**config.mk**
```make
export PLATFORM = sky130hd
export DESIGN_NAME = tri_lat_seq
export DESIGN_NICKNAME = d
export VERILOG_FILES = /design/src/rtl/tri_lat_seq_pkg.sv /design/src/rtl/tri_lat_seq_rr_arb.sv /design/src/rtl/tri_lat_seq.sv
export SDC_FILE = /design/constraint.sdc
export NUM_CORES = 1
export LEC_CHECK = 0
export ABC_AREA = 1
export CORE_MARGIN = 1.5
export CORE_UTILIZATION = 48
export CTS_CLUSTER_SIZE = 40
export DETAILED_ROUTE_END_ITERATION = 10
export PLACE_DENSITY_LB_ADDON = 0.2
export SYNTH_ARGS = -nofsm -noshare
export SYNTH_HDL_FRONTEND = slang
export SYNTH_SLANG_ARGS = --single-unit
```
**constraint.sdc**
```tcl
create_clock -name clk -period 3 [get_ports clk]
set_clock_uncertainty 0.05 [all_clocks]
set_input_delay 0.6 -clock clk [delete_from_list [all_inputs] [get_ports clk]]
set_output_delay 0.6 -clock clk [all_outputs]
set_load 0.01 [all_outputs]
```
**src/rtl/tri_lat_seq_pkg.sv**
```systemverilog
// tri_lat_seq_pkg
// Shared types and helpers for the latch-bank sequencer and its arbiter.
//   state_t  : sequencer state encoding
//   CNT_W    : width of the sequencer's init/scan counter
//   rr_next  : round-robin pointer advance (winner + 1, wrapping at nreq)
package tri_lat_seq_pkg;

    typedef enum logic [1:0] {
        ST_INIT = 2'b00,
        ST_RUN  = 2'b01,
        ST_HOLD = 2'b10,
        ST_SCAN = 2'b11
    } state_t;

    localparam int CNT_W = 8;

    function automatic int unsigned rr_next(input int unsigned idx, input int unsigned nreq);
        return (idx + 32'd1 >= nreq) ? 32'd0 : idx + 32'd1;
    endfunction

endpackage

```
**src/rtl/tri_lat_seq_rr_arb.sv**
```systemverilog
// tri_rr_arb
// Combinational round-robin arbiter: picks the first requester at or after
// i_rr_ptr, wrapping modulo NREQ. Shared with the multi-bank sequencer.
// Ports:
//   i_req     [NREQ]  request vector
//   i_rr_ptr  [PW]    starting search position
//   i_en              gates all outputs to zero when low
//   o_gnt     [NREQ]  one-hot winner
//   o_win_idx [PW]    winner index
//   o_any             a winner exists
module tri_rr_arb #(
    parameter int NREQ = 4,
    parameter int PW   = (NREQ > 1) ? $clog2(NREQ) : 1
) (
    input  logic [NREQ-1:0] i_req,
    input  logic [PW-1:0]   i_rr_ptr,
    input  logic            i_en,
    output logic [NREQ-1:0] o_gnt,
    output logic [PW-1:0]   o_win_idx,
    output logic            o_any
);

    logic [PW-1:0] w_k;

    always_comb begin
        o_gnt     = '0;
        o_win_idx = '0;
        o_any     = 1'b0;
        w_k       = '0;
        for (int off = 0; off < NREQ; off++) begin
            w_k = PW'((32'(i_rr_ptr) + 32'(off)) % NREQ);
            if (i_en && !o_any && i_req[w_k]) begin
                o_gnt[w_k] = 1'b1;
                o_win_idx  = w_k;
                o_any      = 1'b1;
            end
        end
    end

endmodule

```
**src/rtl/tri_lat_seq.sv**
```systemverilog
// tri_lat_seq
// Sequencer for a bank of scannable inverting master/slave latches. Drives the
// bank's d / d1clk / d2clk / sreset from registers, runs power-on init, global
// hold and an optional fixed-length scan window, and shares the bank write port
// among NREQ requesters round-robin.
// Optional feature macro: TRI_LAT_SEQ_SCAN_EN (scan window; off by default).
// Ports:
//   clk, rst (async, active-high)
//   thold_req          global hold request
//   req [NREQ]         level write requests, req_data [NREQ*WIDTH]
//   scan_req           scan window request
//   gnt [NREQ]         registered one-hot grant
//   lat_d, lat_d1clk, lat_d2clk, lat_sreset   latch bank controls
//   scan_active, scan_done                     scan window status
//
// state | meaning
// INIT  | sreset asserted, bank frozen for RST_CYCLES after reset release
// RUN   | arbitrate and write one requester per cycle
// HOLD  | bank frozen (d2clk=0) while thold_req is high
// SCAN  | SCAN_LEN-cycle shift window, no writes
module tri_lat_seq
    import tri_lat_seq_pkg::*;
#(
    parameter int NREQ       = 4,
    parameter int WIDTH      = 8,
    parameter int RST_CYCLES = 4,
    parameter int SCAN_LEN   = 16
) (
    input  logic                  clk,
    input  logic                  rst,
    input  logic                  thold_req,
    input  logic [NREQ-1:0]       req,
    input  logic [NREQ*WIDTH-1:0] req_data,
    input  logic                  scan_req,
    output logic [NREQ-1:0]       gnt,
    output logic [WIDTH-1:0]      lat_d,
    output logic                  lat_d1clk,
    output logic                  lat_d2clk,
    output logic                  lat_sreset,
    output logic                  scan_active,
    output logic                  scan_done
);

    localparam int PW = (NREQ > 1) ? $clog2(NREQ) : 1;
`ifdef TRI_LAT_SEQ_SCAN_EN
    localparam int CW = CNT_W;
`else
    localparam int CW = ($clog2(RST_CYCLES + 1) < CNT_W) ? $clog2(RST_CYCLES + 1) : CNT_W;
`endif

    state_t            r_state;
    logic [CW-1:0]     r_cnt;
    logic [PW-1:0]     r_rr_ptr;
    logic [NREQ-1:0]   r_gnt;
    logic [WIDTH-1:0]  r_lat_d;
    logic              r_d1clk;
    logic              r_d2clk;
    logic              r_sreset;

    logic [NREQ-1:0]   w_arb_gnt;
    logic [PW-1:0]     w_win_idx;
    logic              w_any;
    logic              w_scan_go;
    logic              w_arb_en;
    logic [WIDTH-1:0]  w_data [NREQ];

`ifdef TRI_LAT_SEQ_SCAN_EN
    logic              r_scan_pend;
    logic              r_scan_active;
    logic              r_scan_done;

    // A scan requested while held is remembered and started once back in RUN.
    assign w_scan_go   = scan_req | r_scan_pend;
    assign scan_active = r_scan_active;
    assign scan_done   = r_scan_done;
`else
    logic              w_unused_scan;

    assign w_unused_scan = scan_req ^ (SCAN_LEN == 0);
    assign w_scan_go     = 1'b0;
    assign scan_active   = 1'b0;
    assign scan_done     = 1'b0;
`endif

    for (genvar g = 0; g < NREQ; g++) begin : g_data
        assign w_data[g] = req_data[g*WIDTH +: WIDTH];
    end

    // Only arbitrate when a grant can actually be issued this cycle.
    assign w_arb_en = (r_state == ST_RUN) && !thold_req && !w_scan_go;

    tri_rr_arb #(
        .NREQ(NREQ),
        .PW  (PW)
    ) u_arb (
        .i_req    (req),
        .i_rr_ptr (r_rr_ptr),
        .i_en     (w_arb_en),
        .o_gnt    (w_arb_gnt),
        .o_win_idx(w_win_idx),
        .o_any    (w_any)
    );

    always_ff @(posedge clk or posedge rst) begin
        if (rst) begin
            r_state    <= ST_INIT;
            r_cnt      <= '0;
            r_rr_ptr   <= '0;
            r_gnt      <= '0;
            r_lat_d    <= '0;
            r_d1clk    <= 1'b0;
            r_d2clk    <= 1'b0;
            r_sreset   <= 1'b1;
`ifdef TRI_LAT_SEQ_SCAN_EN
            r_scan_pend   <= 1'b0;
            r_scan_active <= 1'b0;
            r_scan_done   <= 1'b0;
`endif
        end else begin
            case (r_state)
                ST_INIT: begin
                    if (r_cnt == CW'(RST_CYCLES - 1)) begin
                        r_state  <= ST_RUN;
                        r_cnt    <= '0;
                        r_sreset <= 1'b0;
                        r_d2clk  <= 1'b1;
                    end else begin
                        r_cnt <= r_cnt + 1'b1;
                    end
                end
                ST_RUN: begin
                    if (thold_req) begin
                        r_state <= ST_HOLD;
                        r_gnt   <= '0;
                        r_d1clk <= 1'b0;
                        r_d2clk <= 1'b0;
`ifdef TRI_LAT_SEQ_SCAN_EN
                        r_scan_pend <= r_scan_pend | scan_req;
`endif
                    end
`ifdef TRI_LAT_SEQ_SCAN_EN
                    else if (w_scan_go) begin
                        r_state       <= ST_SCAN;
                        r_cnt         <= '0;
                        r_gnt         <= '0;
                        r_d1clk       <= 1'b0;
                        r_scan_pend   <= 1'b0;
                        r_scan_active <= 1'b1;
                        r_scan_done   <= (SCAN_LEN == 1);
                    end
`endif
                    else if (w_any) begin
                        r_gnt    <= w_arb_gnt;
                        r_lat_d  <= w_data[w_win_idx];
                        r_d1clk  <= 1'b1;
                        r_rr_ptr <= PW'(rr_next(32'(w_win_idx), NREQ));
                    end else begin
                        r_gnt   <= '0;
                        r_d1clk <= 1'b0;
                    end
                end
                ST_HOLD: begin
                    r_gnt   <= '0;
                    r_d1clk <= 1'b0;
`ifdef TRI_LAT_SEQ_SCAN_EN
                    r_scan_pend <= r_scan_pend | scan_req;
`endif
                    if (!thold_req) begin
                        r_state <= ST_RUN;
                        r_d2clk <= 1'b1;
                    end
                end
`ifdef TRI_LAT_SEQ_SCAN_EN
                ST_SCAN: begin
                    // scan_done is raised together with the last active cycle.
                    if (r_cnt == CW'(SCAN_LEN - 1)) begin
                        r_state       <= ST_RUN;
                        r_cnt         <= '0;
                        r_scan_active <= 1'b0;
                        r_scan_done   <= 1'b0;
                    end else begin
                        r_cnt       <= r_cnt + 1'b1;
                        r_scan_done <= (r_cnt == CW'(SCAN_LEN - 2));
                    end
                end
`endif
                default: begin
                    r_state <= ST_INIT;
                end
            endcase
        end
    end

    assign gnt        = r_gnt;
    assign lat_d      = r_lat_d;
    assign lat_d1clk  = r_d1clk;
    assign lat_d2clk  = r_d2clk;
    assign lat_sreset = r_sreset;

endmodule

```
# Word level (Yosys, flattened, before mapping)
# Index checks and enable logic that the tools add are counted.
# totals
output_inout_bits	17
input_bits	40
ff_bits	22
# op_classes
eq_ne	6
addsub	5
reduce_logical	23
muxes	47
magnitude_cmp	10
bitwise	5
# op_table
cell	count
$mux W4	6
$mux W1	17
$bmux W8 S2	1
$mux W2	8
$mux W8	2
$logic_and A1 B1 Y1	12
$lt A2 B3 Y1 const B	4
$or A4 B4 Y4	3
$bmux W1 S2	4
$demux W1 S2	4
$ge A2 B1 Y1 const B	4
$pmux W4 S2	1
$ge A3 B3 Y1 const B	2
$ne A2 B2 Y1 const B	3
$pmux W2 S3	1
$reduce_and A3 Y1	2
$add A2 B2 Y2 const B	2
$logic_not A1 Y1	4
$reduce_and A4 Y1	1
$add A2 B1 Y3 const B	1
$add A3 B1 Y3 const B	1
$eq A3 B2 Y1 const B	1
$mux W3	1
$not A2 Y3	1
10 further kinds	10

# Logic depth before layout (Yosys ltp)
# logic_depth
ltp_word	20
mapped_depth	16

# By module
# From an unflattened synthesis, not the netlist that was laid out.
# unflattened
cells_unflattened	299
hier_area_um2	1923.1
# by_module_without_submodules
mod	seq_area_each_um2	instances	area_each_um2	cells_per_inst
tri_lat_seq	551.8	1	1380.1	207
tri_rr_arb	0.0	1	543.0	92

# Worst setup path before layout
# Ideal clock, no wire load.
# synth_path
kind	register to register
startpoint	reg r_rr_ptr[0]
endpoint	reg r_lat_d[2], in the netlist lat_d[2]
stages_incl_launch_ff	14
slack_ps	812
path_buffers	1
t_arrival_ps	2021
path_cell_list	dfrtp_1 -> inv_2 -> ha_1 -> inv_1 -> nand3_2 -> nand2_1 -> nand4_1 -> nand2_2 -> buf_6 -> nand3_2 -> nand3_1 -> nand2_1 -> nand2_1 -> nand2_1
# synth_via
elab_chain_len	20
# synth_lines
item	line	rtl
start: declaration	tri_lat_seq.sv:53	logic [PW-1:0] r_rr_ptr;
start signal: assignment	tri_lat_seq.sv:156	r_rr_ptr <= PW'(rr_next(32'(w_win_idx), NREQ));
$bmux W1 S2	tri_lat_seq_rr_arb.sv:32	if (i_en && !o_any && i_req[w_k]) begin
$mux W1 (implied by the code)	tri_lat_seq_rr_arb.sv:32	
$logic_and A1 B1 Y1	tri_lat_seq_rr_arb.sv:32	
$mux W1	tri_lat_seq_rr_arb.sv:32	
$logic_not A1 Y1	tri_lat_seq_rr_arb.sv:32	
$logic_and A1 B1 Y1 (2 in series)	tri_lat_seq_rr_arb.sv:32	
$mux W1	tri_lat_seq_rr_arb.sv:32	
$logic_not A1 Y1	tri_lat_seq_rr_arb.sv:32	
$logic_and A1 B1 Y1 (2 in series)	tri_lat_seq_rr_arb.sv:32	
$mux W1	tri_lat_seq_rr_arb.sv:32	
$logic_not A1 Y1	tri_lat_seq_rr_arb.sv:32	
$logic_and A1 B1 Y1 (2 in series)	tri_lat_seq_rr_arb.sv:32	
$mux W2	tri_lat_seq_rr_arb.sv:32	
$not A2 Y3 (implied by the code)	tri_lat_seq.sv:154	r_lat_d <= w_data[w_win_idx];
$bmux W8 S2	tri_lat_seq.sv:154	
$mux W8 (implied by the code) (2 in series)	tri_lat_seq.sv:154	
end signal: assignment	tri_lat_seq.sv:154	
end: declaration	tri_lat_seq.sv:55	logic [WIDTH-1:0] r_lat_d;
# Several ways; a longest one is shown, not always the timed one. The select of a mux whose other input is x is not followed.
# A chain may end at the register's enable or synchronous reset.

# Worst setup path in the final report
# layout_path
startpoint	reg r_rr_ptr[1]
endpoint	reg r_lat_d[1], in the netlist lat_d[1]
# The elaborated chain is that of the path after synthesis.

==> metrics.txt <==
post-synthesis sequential area ratio 28.11%; worst r2r src r_rr_ptr[1]; initial core utilization 49.43%; post-CTS setup repair buffer count 0; final setup violation count 0; unrepaired setup endpoints after global routing false; cell with the most instances after synthesis nand2_1; mapped cell area just under 0.002 mm²; crit path cell chain inv_1 -> ha_1 -> inv_1 -> nand3_2 -> nand2_1 -> nand4_1 -> nand2_2 -> buf_4 -> nand3_1 -> nand3_1 -> nand2_1 -> nand2_1 -> nand2_1; die extent in x 66.95 µm; Inserted Diodes 0; number of port buffers 53; clk_lat worst skew 260 ps; asr flop ratio synth 100.0%; die area 0.004482 mm²; maximum capacitance violations 0; Pleak 1.344 nW; area delta synth->final 33.33%; Yosys cell types 26; post-layout util 65.91%; clock buffers created by TritonCTS 3; drt pass-1 iters 4; first-pass GRT wire length 7617 µm; critical path class reg -> reg; worst setup margin 535.6 ps; largest net degree at the start of global routing 23; Synth Area per Inst 7.062 µm²; layout cells sized above 1 14.58%; clock root cell clkbuf_8; CP Capture Type flip-flop; crit path buf inv count 3; Placer Congestion 0.8032; vias in the first global route 1765; Fmax 405.8 MHz; CP max FO 11; max-slew violation count 0; hold buffers post-CTS 0; Critical Path Stages 13; grt ovf 0; Avg WL per Cell 11.25 µm; Synth area leaders dfrtp_1, nand2_1, ha_1; top cell type's share of synthesized area 26.77%; R2R setup slack 540 ps; launch point of the worst hold path lat_sreset; power per cell area 855.3 mW/mm²; maximum vdd drop 0.0004011 V; largest area contributor in the netlist dfrtp_1; clock sink count 22; crit path DAT 2580 ps; drt via density 4.860; # H-tree levels 1; Clock Path Buffers 2; Rel. slew slack 46.26%; gr usage total 21.73%; CP Launch Type flip-flop; Die Y 66.95 µm; CP max stage delay 520 ps; worst endpoint required time 3110 ps; # rows 23; Fillers 395; post-route setup TNS 0 ps; Place WS 344.7 ps; status finished, final reports clean; post-cts sizing count 0; Post-DRT Antenna Nets 0; yosys warns 0; vias roughly 1900; Detail Placement HPWL 3487 µm; Tmin final 2464 ps; CP delay by family, top simple AND/OR/NAND/NOR gates; crit path from r_rr_ptr[1]; ys flop type dfrtp_1; crit path max-delay cell type dfrtp_1; # IOs 57; hold path cells 2; Post-synth EDFFs 0; CTS tree built; nets 392; Core ar. 0.003971 mm²; Initial DRC Count 116; HP Class reg -> reg; Clk pin slew, worst setup/hold paths ~80 ps; Total Power roughly 2.2 mW; Commonest cells post-synth nand2_1, inv_1, nand3_1, dfrtp_1, nand3_2; final-report hold violation count 0; Syn Inst Count 278; initial antenna violation count 0; Final Cycle Share 82.15%; drt drc 0; slew of the pin with the lowest slew margin 805.2 ps; Crit path top cell by count nand2_1; Yosys reg bits 22; final WL 4342 µm; reg2reg path depth 13
cell families (layout without fill, tap and decap cells):
logic type / after synthesis / in the layout / share of synthesized area [%]
simple gates: 166 / 166 / 44.74
fa+ha+maj: 15 / 15 / 9.560
flops: 22 / 22 / 28.11
buf+inv: 57 / 114 / 12.62
other cells: 1 / 2 / 0.1910
compound gates: 17 / 17 / 4.780
state kept, by name, indices dropped and copies added, names as in the netlist:
register and cells:
gnt 4, r_cnt 3, r_state 2, r_rr_ptr 2, lat_d2clk 1, lat_d 8
lat_sreset 1, lat_d1clk 1
layout by cell type (no fill, tap or decap), types with 8 or more instances in the layout:
cell	count
nand2_1	79
clkdlybuf4s50_1	53
inv_1	44
nand3_1	34
dfrtp_1	21
nand3_2	16
ha_1	15
nor2_1	11
nand3b_1	9
a21oi_1	8
nand2_2	8
worst reg2reg max path, delay by kind of cell (launching register included):
kind / cells / cell delay [ps]
flops: 1 / 520
buf+inv: 3 / 500
fa+ha+maj: 1 / 340
simple gates: 9 / 950
stage by stage:
step                instances  instance area [µm²]  hold WS (ps)
detailed placement        382                 2546         407.7
CTS                       386                 2618         420.1
global placement          382                 2546         402.6
global route              386                 2618         437.6
floorplan                 279                 1967         403.1
finish                    386                 2618         418.6
worst paths after layout:
kind	endpoint
max reg2reg	lat_d[1]
min in group asynchronous	r_cnt[1]
min	lat_sreset
max in group asynchronous	gnt[3]
min reg2reg	lat_sreset
max	lat_d[1]
where the power goes:
group / switching, mW / leakage, nW / internal (mW)
combinational: 0.907 / 1.03 / 0.567
sequential: 0.0846 / 0.274 / 0.407
clock: 0.0957 / 0.0357 / 0.178
total: 1.09 / 1.34 / 1.15
layout make-up:
type	instances	area, µm²	share of cell area (%)
Multi-Input combinational cell	200	1167	44.60
Tap cell	50	62.56	2.390
Inverter	52	196.4	7.505
Timing Repair Buffer	58	568.0	21.70
Clock buffer	3	41.29	1.577
Clock inverter	1	30.03	1.147
Sequential cell	22	551.8	21.08
routing by layer:
| metal | global-route usage, % | up-vias | wire [µm] |
|---|---|---|---|
| li1 | - | 987 | - |
| met1 | 28.02 | 824 | 1921 |
| met2 | 38.00 | 59 | 2160 |
| met3 | 3.378 | 6 | 209 |
| met4 | 4.847 | 0 | 51 |
| met5 | 0 | - | 0 |
Power figures use the tool's default switching activity.
